File: config.mk
export PLATFORM = sky130hd
export DESIGN_NAME = seq_multiplier
export DESIGN_NICKNAME = d
export VERILOG_FILES = /design/src/rtl/seq_multiplier.sv
export SDC_FILE = /design/constraint.sdc
export NUM_CORES = 1
export LEC_CHECK = 0
export CAP_MARGIN = 20
export CORE_MARGIN = 2
export CORE_UTILIZATION = 62
export CTS_BUF_LIST = sky130_fd_sc_hd__clkbuf_16
export CTS_CLUSTER_SIZE = 20
export DETAILED_ROUTE_END_ITERATION = 8
export GPL_TIMING_DRIVEN = 0
export PLACE_DENSITY = 0.84
export SYNTH_ARGS = -nofsm -noshare
export SYNTH_HDL_FRONTEND = slang
export SYNTH_SLANG_ARGS = --single-unit
export TNS_END_PERCENT = 10
File: constraint.sdc
create_clock -name MUL_CLK -period 8.2 [get_ports MUL_CLK]
set_input_delay 0.82 -clock MUL_CLK [delete_from_list [all_inputs] [get_ports MUL_CLK]]
set_output_delay 0.82 -clock MUL_CLK [all_outputs]
set_load 0.01 [all_outputs]
File: src/rtl/seq_multiplier.sv
// Sequential shift-add multiplier, WIDTH x WIDTH -> 2*WIDTH, with nibble-wide
// operand load / product read and optional two's-complement operation.
module seq_multiplier #(
  parameter  int WIDTH = 8,
  localparam int IW    = $clog2(WIDTH/2)
) (
  input  logic          MUL_CLK,
  input  logic          RST_N,
  input  logic [3:0]    DIN,
  input  logic          LOAD,
  input  logic          OPSEL,
  input  logic [IW-1:0] IDX,
  input  logic          START,
  input  logic          SIGNED,
  output logic [3:0]    R,
  output logic          BUSY,
  output logic          DONE
);

  localparam int CW = $clog2(WIDTH+1);
  localparam logic [CW-1:0] CNT_INIT = CW'(WIDTH);
  localparam logic [CW-1:0] CNT_LAST = CW'(1);

  typedef enum logic {IDLE = 1'b0, RUN = 1'b1} state_t;

  state_t               state_q, state_d;
  logic [WIDTH-1:0]     a_q, a_d;
  logic [WIDTH-1:0]     b_q, b_d;
  logic [2*WIDTH-1:0]   p_q, p_d;
  logic [CW-1:0]        cnt_q, cnt_d;
  logic                 mode_q, mode_d;
  logic                 busy_q, busy_d;
  logic                 done_q, done_d;
  logic [WIDTH:0]       h_s;
  logic [WIDTH:0]       ext_a_s;

  // Next-state, operand load and one shift-add step per cycle
  always_comb begin
    state_d = state_q;
    a_d     = a_q;
    b_d     = b_q;
    p_d     = p_q;
    cnt_d   = cnt_q;
    mode_d  = mode_q;
    done_d  = 1'b0;
    h_s     = {1'b0, p_q[2*WIDTH-1:WIDTH]};
    ext_a_s = {1'b0, a_q};
    case (state_q)
      IDLE: begin
        for (int i = 0; i < WIDTH/4; i++) begin
          a_d[4*i +: 4] = (LOAD && !OPSEL && (IDX == IW'(i))) ? DIN : a_q[4*i +: 4];
          b_d[4*i +: 4] = (LOAD &&  OPSEL && (IDX == IW'(i))) ? DIN : b_q[4*i +: 4];
        end
        // LOAD wins over START when both are asserted together
        if (START && !LOAD) begin
          p_d     = {{WIDTH{1'b0}}, b_q};
          cnt_d   = CNT_INIT;
          mode_d  = SIGNED;
          state_d = RUN;
        end else begin
          state_d = IDLE;
        end
      end
      RUN: begin
        if (mode_q) begin
          h_s     = {p_q[2*WIDTH-1], p_q[2*WIDTH-1:WIDTH]};
          ext_a_s = {a_q[WIDTH-1], a_q};
        end else begin
          h_s     = {1'b0, p_q[2*WIDTH-1:WIDTH]};
          ext_a_s = {1'b0, a_q};
        end
        // In signed mode the multiplier MSB carries negative weight
        if (p_q[0]) begin
          if (mode_q && (cnt_q == CNT_LAST)) begin
            h_s = h_s - ext_a_s;
          end else begin
            h_s = h_s + ext_a_s;
          end
        end else begin
          h_s = h_s;
        end
        p_d   = {h_s, p_q[WIDTH-1:1]};
        cnt_d = cnt_q - CNT_LAST;
        if (cnt_q == CNT_LAST) begin
          state_d = IDLE;
          done_d  = 1'b1;
        end else begin
          state_d = RUN;
        end
      end
      default: begin
        state_d = IDLE;
      end
    endcase
    busy_d = (state_d == RUN);
  end

  // State and datapath registers
  always_ff @(posedge MUL_CLK or negedge RST_N) begin
    if (!RST_N) begin
      state_q <= IDLE;
      a_q     <= {WIDTH{1'b0}};
      b_q     <= {WIDTH{1'b0}};
      p_q     <= {(2*WIDTH){1'b0}};
      cnt_q   <= {CW{1'b0}};
      mode_q  <= 1'b0;
      busy_q  <= 1'b0;
      done_q  <= 1'b0;
    end else begin
      state_q <= state_d;
      a_q     <= a_d;
      b_q     <= b_d;
      p_q     <= p_d;
      cnt_q   <= cnt_d;
      mode_q  <= mode_d;
      busy_q  <= busy_d;
      done_q  <= done_d;
    end
  end

  // Product nibble read mux; out-of-range indices read as zero
  always_comb begin
    R = 4'h0;
    for (int i = 0; i < WIDTH/2; i++) begin
      R = (IDX == IW'(i)) ? p_q[4*i +: 4] : R;
    end
  end

  assign BUSY = busy_q;
  assign DONE = done_q;

endmodule
==> impl_metrics.yaml <==
global_route:
  grt_overflow_total: 0
  track_usage_pct: 26.6
  grt_pass1_vias: 1717
  grt_max_degree: 40
  grt_pass1_wl_um: 8380
  antenna_found_initial: 0
power:
  p_leak_uw: 0.00123
  ir_drop_mv: 0.197
  p_per_area_mw_per_mm2: 418
floorplan:
  start_util_pct: 63.5
  die_w_um: 65.0
  core_mm2: 0.00363
  die_y_um: 65.0
  dieArea_mm2: 0.00423
  row_count: 22
  io_pins: 18
setup_path:
  arrival_ns: 3.30
  cp_data_required_time_ns: 8.37
  endpoint_kind: "register"
  startpoint_type: "register"
  path_class: "register to register"
  cp_max_fo: 9
logic_synthesis:
  ys.flop_type: "dfrtp_1"
  synth_edf_count: 0
  ys_types: 37
  postSynthAreaPerCell_um2: 10.1
  synthesis.area_mm2: 0.00231
  syn_nets: 252
  ys_async_sr_fraction_pct: 100
  seq_area_frac_synth_pct: 42.3
  synthesis.instances: 228
  ys_ff_latch: 39
  yosysWarnings: 0
final_layout:
  antenna_cells: 0
  design_area_mm2: 0.00267
  final.fill_count: 267
  final_util_pct: 73.3
  final_common_cell: "dfrtp_1"
  fin_nets: 275
  most-common-layout-cells: "39 x dfrtp_1, 24 x nand2_1, 17 x o21ai_0, 17 x mux2_2, 16 x nor2_1"
  syn_to_final_growth_pct: 15.4
  drive_above_1_share_pct: 13.5
sta:
  finalCritPeriodShare_pct: 38.1
  setup_slack_ns: 5.07
  worst_pin_slew_ns: 0.861
  finalSetupViolations: 0
  worst_clock_skew_ns: 0.00513
  hold_viol_final: 0
  min_period_ns: 3.13
  max_freq_mhz: 320
  rsz0062_at_grt: "no"
  setup-tns-final_ns: 0
  whs_ns: 0.521
  slew_headroom_pct: 42.6
  finalMaxSlewViolations: 0
status:
  status: "complete, no violations"
job:
  drv_cap: 0
route:
  first_iter_violations: 111
  vias: 1794
  vias_per_cell: 5.98
  routed_wirelength_um: 4940
  drtPass1Iterations: 4
  drc_errors: 0
  wl_per_cell_um: 16.5
  antenna_left: 0
clocking:
  cts_resized: 0
  postCtsSetupBuffers: 0
  cts_root_buf: "clkbuf_16"
  clk_latency_ns: 0.28
  clkSinkCount: 39
  h-tree-depth: 2
  cts_buffer_depth: 2
  path_clk_slew_ns: 0.06
  cts_tree: "yes"
  cts_buffers: 5
  hold_buffers: 0
placed_design:
  port_buffers: 16
  hpwl_um: 3710
  gp_congestion: 0.819
  placed_area_mm2: 0.00252
  place_ws_ns: 5.10
worst_hold_path:
  hold_path.class: "register to register"
## routing by layer
layer  global-route usage (%)  vias to the layer above  wire length, µm
met3                     6.60                        7              310
li1                         -                      858                -
met2                     42.8                       55             2390
met4                     9.11                        0               85
met1                     35.4                      874             2150
met5                        0                        -                0
## synth_stat cells, types with 3 or more instances
cell type  instances  area (µm²)
a21o_1             3        22.5
a21oi_1           15        75.1
a31oi_1            4        25.0
and3_1             3        18.8
clkbuf_1           8        30.0
dfrtp_1           39         976
ha_1              11         138
inv_1              9        33.8
mux2_2            17         191
mux2i_1           10         100
mux4_2             4        90.1
nand2_1           24        90.1
nand2b_1           6        37.5
nor2_1            16        60.1
nor3_1             5        25.0
o211ai_1           3        22.5
o21ai_0           17        85.1
xnor2_1           11        96.3
## flip-flops by register name, summed over array words and instances, names as in the netlist
signal / flops
cnt_q: 4
p_q: 16
DONE: 1
a_q: 8
b_q: 8
BUSY: 1
mode_q: 1
## area by class of cell
cell class | count | area (µm²) | area share, %
clock inverter | 3 | 16.3 | 0.610
inverter | 9 | 33.8 | 1.27
tap | 48 | 60.1 | 2.25
clock buffer | 5 | 125 | 4.69
timing repair buffer | 16 | 155 | 5.82
multi-input combinational | 170 | 1260 | 47.3
buffer | 10 | 38.8 | 1.46
sequential | 39 | 976 | 36.6
## where the power goes
group | switching [µW] | internal [µW] | total, µW
logic | 277 | 283 | 559
registers | 89.5 | 279 | 368
clock network | 75.0 | 111 | 186
total | 441 | 672 | 1110
## logic make-up (layout without fill, tap and decap cells)
group | Yosys count | count (layout) | synth area share, %
AO/OA/AOI/OAI | 54 | 54 | 14.5
multiplexers | 31 | 31 | 16.5
AND/OR/NAND/NOR | 60 | 60 | 11.8
adder cells (fa/ha/maj) | 12 | 12 | 6.83
XOR/XNOR | 13 | 13 | 4.93
buffers and inverters | 19 | 43 | 3.14
flip-flops | 39 | 39 | 42.3
## through the flow
step	std cells	total power, µW
4_1_cts	300	1110
3_3_place_gp	292	895
3_5_place_dp	292	923
2_1_floorplan	228	774
5_1_grt	300	1200
6_report	300	1110
## path summary, 6_finish.rpt
check | depth (start not counted) | from | slack [ns] | end
min in group asynchronous | 1 | RST_N | 0.64 | cnt_q[0]$_DFFE_PN0P_
max | 13 | cnt_q[1]$_DFFE_PN0P_ | 5.07 | p_q[14]$_DFFE_PN0P_
max in group asynchronous | 1 | RST_N | 7.01 | a_q[3]$_DFFE_PN0P_
max reg2reg | 13 | cnt_q[1]$_DFFE_PN0P_ | 5.07 | p_q[14]$_DFFE_PN0P_
min | 2 | p_q[6]$_DFFE_PN0P_ | 0.52 | p_q[5]$_DFFE_PN0P_
min reg2reg | 2 | p_q[6]$_DFFE_PN0P_ | 0.52 | p_q[5]$_DFFE_PN0P_
## critical path, stage by stage, from the launching register on
cell,delay (ns)
dfrtp_1,0.40
inv_1,0.09
ha_1,0.18
and3_1,0.17
clkbuf_1,0.35
a21oi_1,0.10
xnor2_1,0.16
ha_1,0.34
a21o_1,0.18
a21o_1,0.18
a221oi_2,0.30
xnor2_1,0.12
mux2_2,0.28
a22o_1,0.17
Note: power is estimated with default switching activity, not from simulation.
